`src/rtl/slot_scan_arbiter_if.sv`:
```
// slot_scan_arbiter_if
// Purpose: bundles the write-port handshake and the multiplexed scan outputs
//          of slot_scan_arbiter into one interface.
// Signals:
//   wr_req      3         per-slot write request (requester i loads slot i)
//   wr_data     3*WIDTH   requester i data in [i*WIDTH +: WIDTH]
//   wr_gnt      3         one-hot (or zero) write grant
//   dwell       DWELL_W   slot display length minus one
//   blank_en    1         insert one blank cycle between slots
//   scan_data   WIDTH     active slot contents, 0 while blanking
//   scan_sel_n  3         active-low one-hot slot select, 111 while blanking
//   frame_pulse 1         one-cycle pulse at the start of each new frame
// Modports: master = user/driver side, slave = slot_scan_arbiter side.
interface slot_scan_arbiter_if #(
  parameter int WIDTH   = 3,
  parameter int DWELL_W = 4
);
  logic [2:0]         wr_req;
  logic [3*WIDTH-1:0] wr_data;
  logic [2:0]         wr_gnt;
  logic [DWELL_W-1:0] dwell;
  logic               blank_en;
  logic [WIDTH-1:0]   scan_data;
  logic [2:0]         scan_sel_n;
  logic               frame_pulse;

  modport master (
    output wr_req, wr_data, dwell, blank_en,
    input  wr_gnt, scan_data, scan_sel_n, frame_pulse
  );

  modport slave (
    input  wr_req, wr_data, dwell, blank_en,
    output wr_gnt, scan_data, scan_sel_n, frame_pulse
  );
endinterface

```
`src/rtl/slot_scan_arbiter.sv`:
```
// slot_scan_arbiter
// Purpose: three WIDTH-bit slot registers shown in turn on a shared scan bus.
//          A round-robin arbiter shares the single slot write port between
//          three requesters; a scan sequencer dwells dwell+1 cycles per slot
//          with an optional one-cycle blank gap between slots.
// Ports:
//   clk  - sole clock, rising edge
//   rst  - asynchronous active-high reset
//   bus  - slot_scan_arbiter_if.slave (write handshake, dwell/blank control,
//          scan outputs and frame pulse)
module slot_scan_arbiter #(
  parameter int WIDTH   = 3,
  parameter int DWELL_W = 4
) (
  input  logic                 clk,
  input  logic                 rst,
  slot_scan_arbiter_if.slave   bus
);

  typedef enum logic [0:0] {
    ST_SCAN  = 1'b0,
    ST_BLANK = 1'b1
  } state_t;

  // Modulo-3 increment of a slot/pointer index.
  function automatic logic [1:0] next3(input logic [1:0] x);
    logic [1:0] r;
    case (x)
      2'd0:    r = 2'd1;
      2'd1:    r = 2'd2;
      default: r = 2'd0;
    endcase
    return r;
  endfunction

  logic [WIDTH-1:0]   r_slot [3];
  logic [1:0]         r_ptr;
  logic [1:0]         r_idx;
  state_t             r_state;
  logic [DWELL_W-1:0] r_cnt;
  logic [DWELL_W-1:0] r_dwell_lat;
  logic               r_frame_pulse;

  logic [2:0]         w_gnt;
  logic [1:0]         w_gidx;
  logic [1:0]         w_k0;
  logic [1:0]         w_k1;
  logic [1:0]         w_k2;
  state_t             w_state_nxt;
  logic [1:0]         w_idx_nxt;
  logic [DWELL_W-1:0] w_cnt_nxt;
  logic [DWELL_W-1:0] w_dwell_lat_nxt;
  logic [DWELL_W-1:0] w_lat;
  logic               w_frame_nxt;
  logic [2:0]         w_sel_n;
  logic [WIDTH-1:0]   w_data;

  // Round-robin grant search starting at the pointer; no grant during reset.
  always_comb begin
    w_gnt  = 3'b000;
    w_gidx = 2'd0;
    w_k0   = r_ptr;
    w_k1   = next3(r_ptr);
    w_k2   = next3(w_k1);
    if (rst) begin
      w_gnt = 3'b000;
    end else if (bus.wr_req[w_k0]) begin
      w_gidx = w_k0;
      w_gnt  = 3'b001 << w_k0;
    end else if (bus.wr_req[w_k1]) begin
      w_gidx = w_k1;
      w_gnt  = 3'b001 << w_k1;
    end else if (bus.wr_req[w_k2]) begin
      w_gidx = w_k2;
      w_gnt  = 3'b001 << w_k2;
    end else begin
      w_gnt = 3'b000;
    end
  end

  // Slot write port and round-robin pointer.
  always_ff @(posedge clk or posedge rst) begin
    if (rst) begin
      for (int i = 0; i < 3; i++) r_slot[i] <= {WIDTH{1'b0}};
      r_ptr <= 2'd0;
    end else begin
      for (int i = 0; i < 3; i++) begin
        if (w_gnt[i]) r_slot[i] <= bus.wr_data[i*WIDTH +: WIDTH];
      end
      if (w_gnt != 3'b000) r_ptr <= next3(w_gidx);
      else                 r_ptr <= r_ptr;
    end
  end

  // On the first cycle of a slot the live dwell input is the slot length;
  // afterwards the value latched on that cycle is used.
  assign w_lat = (r_cnt == {DWELL_W{1'b0}}) ? bus.dwell : r_dwell_lat;

  // Scan sequencer next-state logic.
  always_comb begin
    w_state_nxt     = r_state;
    w_idx_nxt       = r_idx;
    w_cnt_nxt       = r_cnt;
    w_frame_nxt     = 1'b0;
    w_dwell_lat_nxt = r_dwell_lat;
    case (r_state)
      ST_SCAN: begin
        if (r_cnt == {DWELL_W{1'b0}}) w_dwell_lat_nxt = bus.dwell;
        else                          w_dwell_lat_nxt = r_dwell_lat;
        if (r_cnt == w_lat) begin
          w_cnt_nxt = {DWELL_W{1'b0}};
          if (bus.blank_en) begin
            w_state_nxt = ST_BLANK;
          end else begin
            w_state_nxt = ST_SCAN;
            w_idx_nxt   = next3(r_idx);
            // Leaving slot 2 means the next cycle starts a new frame.
            w_frame_nxt = (r_idx == 2'd2);
          end
        end else begin
          w_cnt_nxt = r_cnt + DWELL_W'(1);
        end
      end
      ST_BLANK: begin
        w_state_nxt = ST_SCAN;
        w_idx_nxt   = next3(r_idx);
        w_cnt_nxt   = {DWELL_W{1'b0}};
        w_frame_nxt = (r_idx == 2'd2);
      end
      default: begin
        w_state_nxt = ST_SCAN;
        w_idx_nxt   = 2'd0;
        w_cnt_nxt   = {DWELL_W{1'b0}};
      end
    endcase
  end

  // Scan sequencer state register.
  always_ff @(posedge clk or posedge rst) begin
    if (rst) begin
      r_state       <= ST_SCAN;
      r_idx         <= 2'd0;
      r_cnt         <= {DWELL_W{1'b0}};
      r_dwell_lat   <= {DWELL_W{1'b0}};
      r_frame_pulse <= 1'b0;
    end else begin
      r_state       <= w_state_nxt;
      r_idx         <= w_idx_nxt;
      r_cnt         <= w_cnt_nxt;
      r_dwell_lat   <= w_dwell_lat_nxt;
      r_frame_pulse <= w_frame_nxt;
    end
  end

  // Scan output decode from registered state.
  always_comb begin
    w_sel_n = 3'b111;
    w_data  = {WIDTH{1'b0}};
    if (r_state == ST_SCAN) begin
      case (r_idx)
        2'd0: begin w_sel_n = 3'b110; w_data = r_slot[0]; end
        2'd1: begin w_sel_n = 3'b101; w_data = r_slot[1]; end
        2'd2: begin w_sel_n = 3'b011; w_data = r_slot[2]; end
        default: begin w_sel_n = 3'b111; w_data = {WIDTH{1'b0}}; end
      endcase
    end else begin
      w_sel_n = 3'b111;
      w_data  = {WIDTH{1'b0}};
    end
  end

  assign bus.wr_gnt      = w_gnt;
  assign bus.scan_sel_n  = w_sel_n;
  assign bus.scan_data   = w_data;
  assign bus.frame_pulse = r_frame_pulse;

endmodule

```
`src/flat_wrapper.sv`:
```
// flat-port wrapper written by rule: the top's interface ports become plain ports
module slot_scan_arbiter_flat 
#(
  parameter int WIDTH   = 3,
  parameter int DWELL_W = 4
)
  (clk, rst, bus_wr_req, bus_wr_data, bus_dwell, bus_blank_en, bus_wr_gnt, bus_scan_data, bus_scan_sel_n, bus_frame_pulse);
  slot_scan_arbiter_if #(.WIDTH(WIDTH), .DWELL_W(DWELL_W)) bus_i ();
  input  logic clk;
  input  logic rst;
  input wire logic [$bits(bus_i.wr_req)-1:0] bus_wr_req;
  input wire logic [$bits(bus_i.wr_data)-1:0] bus_wr_data;
  input wire logic [$bits(bus_i.dwell)-1:0] bus_dwell;
  input wire logic [$bits(bus_i.blank_en)-1:0] bus_blank_en;
  output wire logic [$bits(bus_i.wr_gnt)-1:0] bus_wr_gnt;
  output wire logic [$bits(bus_i.scan_data)-1:0] bus_scan_data;
  output wire logic [$bits(bus_i.scan_sel_n)-1:0] bus_scan_sel_n;
  output wire logic [$bits(bus_i.frame_pulse)-1:0] bus_frame_pulse;
  assign bus_i.wr_req = bus_wr_req;
  assign bus_i.wr_data = bus_wr_data;
  assign bus_i.dwell = bus_dwell;
  assign bus_i.blank_en = bus_blank_en;
  assign bus_wr_gnt = bus_i.wr_gnt;
  assign bus_scan_data = bus_i.scan_data;
  assign bus_scan_sel_n = bus_i.scan_sel_n;
  assign bus_frame_pulse = bus_i.frame_pulse;
  slot_scan_arbiter #(.WIDTH(WIDTH), .DWELL_W(DWELL_W)) u_core (.clk(clk), .rst(rst), .bus(bus_i));
endmodule
```
`config.mk`:
```
export PLATFORM = sky130hd
export DESIGN_NAME = slot_scan_arbiter_flat
export DESIGN_NICKNAME = d
export VERILOG_FILES = /design/src/rtl/slot_scan_arbiter_if.sv /design/src/rtl/slot_scan_arbiter.sv /design/src/flat_wrapper.sv
export SDC_FILE = /design/constraint.sdc
export NUM_CORES = 1
export LEC_CHECK = 0
export ABC_CLOCK_PERIOD_IN_PS = 2700
export BUFFER_PORTS_ARGS = -buffer_cell sky130_fd_sc_hd__buf_2
export CELL_PAD_IN_SITES_DETAIL_PLACEMENT = 1
export CELL_PAD_IN_SITES_GLOBAL_PLACEMENT = 1
export CORE_MARGIN = 2
export CORE_UTILIZATION = 42
export CTS_BUF_LIST = sky130_fd_sc_hd__clkbuf_4
export DETAILED_ROUTE_END_ITERATION = 7
export PLACE_DENSITY = 0.79
export SKIP_LAST_GASP = 1
export SLEW_MARGIN = 20
export SYNTH_ARGS = -nofsm -noshare
export SYNTH_HDL_FRONTEND = slang
export SYNTH_SLANG_ARGS = --single-unit
export TNS_END_PERCENT = 50
```
`constraint.sdc`:
```
create_clock -name clk -period 2.7 [get_ports clk]
set_input_delay 0.135 -clock clk [delete_from_list [all_inputs] [get_ports clk]]
set_output_delay 0.135 -clock clk [all_outputs]
set_load 0.005 [all_outputs]
```
# Word level (Yosys, flattened, before mapping)
# Cells that the tools add are included.
# word_totals
regBits,23
input_bits,19
output_inout_bits,10
word_cells,66
# op_classes
add_sub_neg,1
magnitude_cmp,3
n_eq_ne,8
shift,3
mux,34
bitwise,1
reduce_logical,7
# ops
operator,count
2-bit one-hot mux with 2 select lines,5
3-bit 2-to-1 mux,6
3-bit one-hot mux with 3 select lines,2
2-bit 2-to-1 mux,6
"2-bit by 3-bit < comparator with 1-bit output, second input constant",3
"1-bit by 2-bit << shifter with 3-bit output, first input constant",3
"2-bit by 1-bit equality test with 1-bit output, second input constant",4
2-bit zero test,4
4-bit 2-to-1 mux,2
4-bit one-hot mux with 2 select lines,1
1-bit 2-to-1 mux,7
1-bit binary-select mux with 2-bit select,3
"4-bit by 1-bit adder with 4-bit output, second input constant",1
4-bit equality test,1
4-bit zero test,1
1-bit one-hot mux with 2 select lines,2
3-bit nonzero test,1
"2-bit equality test, second input constant",1
"2-bit by 1-bit != test with 1-bit output, second input constant",1
"2-bit != test, second input constant",1
2-bit AND reduction,1
1-bit inverter,1

# Longest topological paths before layout
# logic_depth
depth_word,12
ltp_mapped,7
mapped_depth_nobuf,7

# Worst setup path after synthesis
# OpenSTA, ideal clock, no wires.
# synth_path
path_type,register to register
start,register u_core.r_cnt[0]
end,register u_core.r_idx[0]
t_arrival_ns,1.800
required_time_ns,2.572
setup_slack_ns,0.772
stages_incl_launch_ff,8
synth_period_minus_slack_ns,1.928
cell_sequence,dfrtp_1 inv_1 ha_1 nor3b_4 mux2i_1 xnor2_1 a41oi_2 mux2_1
# synth_via
elab_chain_len,5
# synth_rtl
element,line_no,rtl
start: declaration,slot_scan_arbiter.sv:40,logic [DWELL_W-1:0] r_cnt;
start signal: assignment,slot_scan_arbiter.sv:143,r_cnt <= {DWELL_W{1'b0}};
start signal: assignment,slot_scan_arbiter.sv:149,r_cnt <= w_cnt_nxt;
4-bit zero test,slot_scan_arbiter.sv:97,assign w_lat = (r_cnt == {DWELL_W{1'b0}}) ? bus.dwell : r_dwell_lat;
4-bit 2-to-1 mux,slot_scan_arbiter.sv:97,
4-bit equality test (*),slot_scan_arbiter.sv:110,if (r_cnt == w_lat) begin
2-bit by 1-bit != test with 1-bit output (no line) (*),-,
2-bit AND reduction (no line) (*),-,
end signal: assignment,slot_scan_arbiter.sv:148,r_idx <= w_idx_nxt;
end: declaration,slot_scan_arbiter.sv:38,logic [1:0] r_idx;
# Mark *: on every way between the ends. The rest lies on a longest branch, timed or not.
# A chain may end at the register's enable or synchronous reset.

# Final worst setup path
# layout_path
start,register u_core.r_cnt[0]
end,register u_core.r_idx[1]
# The elaborated chain is that of the path after synthesis.

==> results.md <==
* Initial core utilization at 0.444
* Worst Setup End Kind: flip-flop
* Post-Syn Area at 1240 um2
* Peak Freq at approximately 460 MHz
* Met3 Use GR at 0.0223
* Vias in the first global route at approximately 1.0k
* Top-area cell type share of the netlist area at 0.466
* EDFF count, synth at 0
* Max cap viols at 0
* Die width at 58.3 um
* Routed wire per std cell at 15.2 um
* Worst Path Buf+Inv at 1
* Final min period at ~2.2 ns
* DRT Wirelength at around 2.7 mm
* Clock Latency Late Sink at 0.30 ns
* Antenna cells at 0
* Hold Crit Class: in2reg
* DRT iter0 DRCs at 13
* Die area at 3390 um2
* Delay-heaviest family, CP: multiplexers
* Relative slew slack at 0.597
* Ratio of cells with drive above 1 in the final layout at 0.345
* Final Cell Area at 1430 um2
* Hold_sp: bus_wr_data[4]
* Ys flop type: dfrtp_1
* First-pass GRT wire length at 4.74 mm
* Worst Setup Start Kind: flip-flop
* Largest net degree at the start of global routing at 16
* Vias at 953
* Met1 Track Usage GR at 0.216
* Most common cell in the netlist: dfrtp_1
* Clock Path Buffers at 2
* Die height at approximately 58 um
* Count of cell types in the netlist at 32
* Post-Synth Simple-Gate Area at 0.188
* Slowest stage delay, CP at around 0.44 ns
* Sink Count at 23
* GR Layer Usage met2 at 0.357
* CTS root buf: clkbuf_4
* I/O Buffers at 28
* Synth-to-layout area growth at 15.7%
* Worst path cell trace: inv_1 > ha_1 > nor3b_4 > mux2i_1 > xnor2_1 > a41oi_2 > mux2_1
* Most used routing layer: met2
* Post-synthesis instance total at 119
* Slew Limit Fails at 0
* Crit share post-route at 0.812
* Worst path arrival time at between 2 and 2.5 ns
* TNS Setup at 0 ns
* RR Startpoint: u_core.r_cnt[0]
* Adder-cell share of the synthesized area at 0.0202
* Syn Nets at 140
* Yosys reg bits at 23
* Hold Violations, Final at 0
* Compound-gate portion of the synthesized area at 0.0931
* Pwr Density at 1100 nW/um2
* CTS Buf Count at 3
* HPWL after DPL at 2.24 mm
* Synth cell count leaders: dfrtp_1 (23), nand2_1 (13), nor2_1 (11)
* Worst Tran Pin Value at slightly below 0.6 ns
* Gp weighted congestion at 0.741
* Post-synthesis mux area share at 0.150
* Leakage dissipation at about 0.00070 uW
* Vias/cell at 5.32
* Post-route ant nets at 0
* Synth area leader: dfrtp_1
* Largest family of logic cells by synthesized area: simple AND/OR/NAND/NOR gates
* CP required at approximately 2.9 ns
* CP max-delay cell: dfrtp_1
* Ranking of synthesized cells by area: dfrtp_1 (47%), mux2_2 (9.1%), mux2i_1 (4.0%), nand2_1 (3.9%), nor2_1 (3.3%)
* YS warnings at 0
* Sequential-to-total area share from yosys stat at 0.466
* Status: complete, no violations
* Fin Clk Skew at 0.00670 ns
* CP Max Fanout at 6
* IO Pins at 29
* Clock-pin slew on the worst setup and hold paths at between 0.1 and 0.15 ns
* Post-DP Area at 1390 um2
* Htree depth at 1
* Peak VDD IR at 0.544 mV
* Grt ovf at 0
* Area of the core at 2780 um2
* Final nets at 170
* Setup Buffers After CTS at 0
* Ys async rst share at 1.00
* Total Power at 1570 uW
* Crit path from: u_core.r_cnt[0]
* DRC at 0
* Initial DRT Pass Iterations at 4
* Initial antenna violation count at 0
* CTS tree: done
* Critical path type: reg2reg
* Synthesized area per cell at 10.4 um2
* Gr usage total at 0.185
* Final setup vio count at 0
* RSZ-0062 raised after global routing: no
* Synth Area in XOR/XNOR at 0.0283
* Row cnt at 19
final cells by class:
| type | instances | area (um2) |
|---|---|---|
| clock inverters | 1 | 5.00 |
| well taps | 31 | 38.8 |
| fillers | 324 | 1350 |
| clock buffers | 3 | 22.5 |
| multi-input cells | 82 | 593 |
| flip-flops and latches | 23 | 576 |
| repair buffers | 31 | 165 |
| inverters | 8 | 30.0 |
layer usage:
metal | vias up | share of wire
li1 | 462 | -
met1 | 473 | 0.39
met2 | 16 | 0.57
met3 | 2 | 0.029
met4 | 0 | 0.0048
met5 | - | 0
metrics by stage:
step | std cells | hold slack, ns | util | worst slack, ns
after floorplan | 119 | 0.160 | - | 0.772
after global placement | 174 | 0.188 | 0.501 | 0.695
after detailed placement | 174 | 0.200 | 0.501 | 0.534
after CTS | 179 | 0.00999 | 0.514 | 0.495
after global routing | 179 | 0.0226 | 0.514 | 0.358
final | 179 | 0.0175 | 0.514 | 0.506
worst register-to-register path: stages (launching register included):
cell	delay, ns
dfrtp_1	0.44
inv_1	0.11
ha_1	0.25
nor3b_4	0.28
mux2i_1	0.28
xnor2_1	0.18
a41oi_2	0.19
mux2_1	0.35
placed cells by master, fill, tap and decap left out, types with 2 or more instances in the layout:
cell | netlist | final
ha_1 | 2 | 2
nor2b_1 | 3 | 3
dfrtp_1 | 23 | 23
nand3_1 | 2 | 2
nor3b_1 | 4 | 4
mux2_2 | 10 | 10
nand2_1 | 13 | 13
nor3_1 | 3 | 3
nor2_1 | 11 | 11
mux2i_1 | 5 | 5
nand2b_1 | 2 | 2
buf_4 | 0 | 2
mux2_1 | 2 | 2
buf_2 | 0 | 28
a21oi_1 | 5 | 5
o21ai_0 | 3 | 3
inv_1 | 8 | 8
clkbuf_4 | 0 | 3
xnor2_1 | 3 | 3
state kept, by name, summed over array words and instances, names as in the netlist:
signal                  cells
u_core.r_slot               9
u_core.r_cnt                4
u_core.r_dwell_lat          4
u_core.r_idx                2
u_core.r_ptr                2
u_core.bus.frame_pulse      1
u_core.r_state              1
logic make-up after synthesis:
logic type / count (synthesis)
compound gates: 15
xor+xnor: 4
fa+ha+maj: 2
buf+inv: 14
flops: 23
mux: 17
simple gates: 44
report_power, final:
group / leakage, uW / total (uW) / internal [uW] / switching (uW)
combinational: 0.000404 / 721 / 393 / 328
sequential: 0.000279 / 699 / 508 / 191
clock: 0.0000177 / 154 / 55.2 / 98.4
total: 0.000701 / 1570 / 956 / 618
timing repair:
action | CTS | global route
setup endpoints to repair | 0 | 0
endpoints found under the hold margin | 11 | 0
resized for setup | 0 | 0
hold buffers | 1 | 0
final timing paths:
kind | to | slack [ns] | cells past startpoint
setup / recovery | u_core.r_idx[1] | 0.51 | 7
hold / removal | u_core.r_slot[4] | 0.02 | 3
setup reg to reg | u_core.r_idx[1] | 0.51 | 7
hold reg to reg | u_core.r_slot[4] | 0.50 | 2
max in group asynchronous | u_core.r_cnt[1] | 1.71 | 4
min in group asynchronous | u_core.r_ptr[0] | 0.41 | 3
No activity file was read; power rests on OpenSTA's default activity.
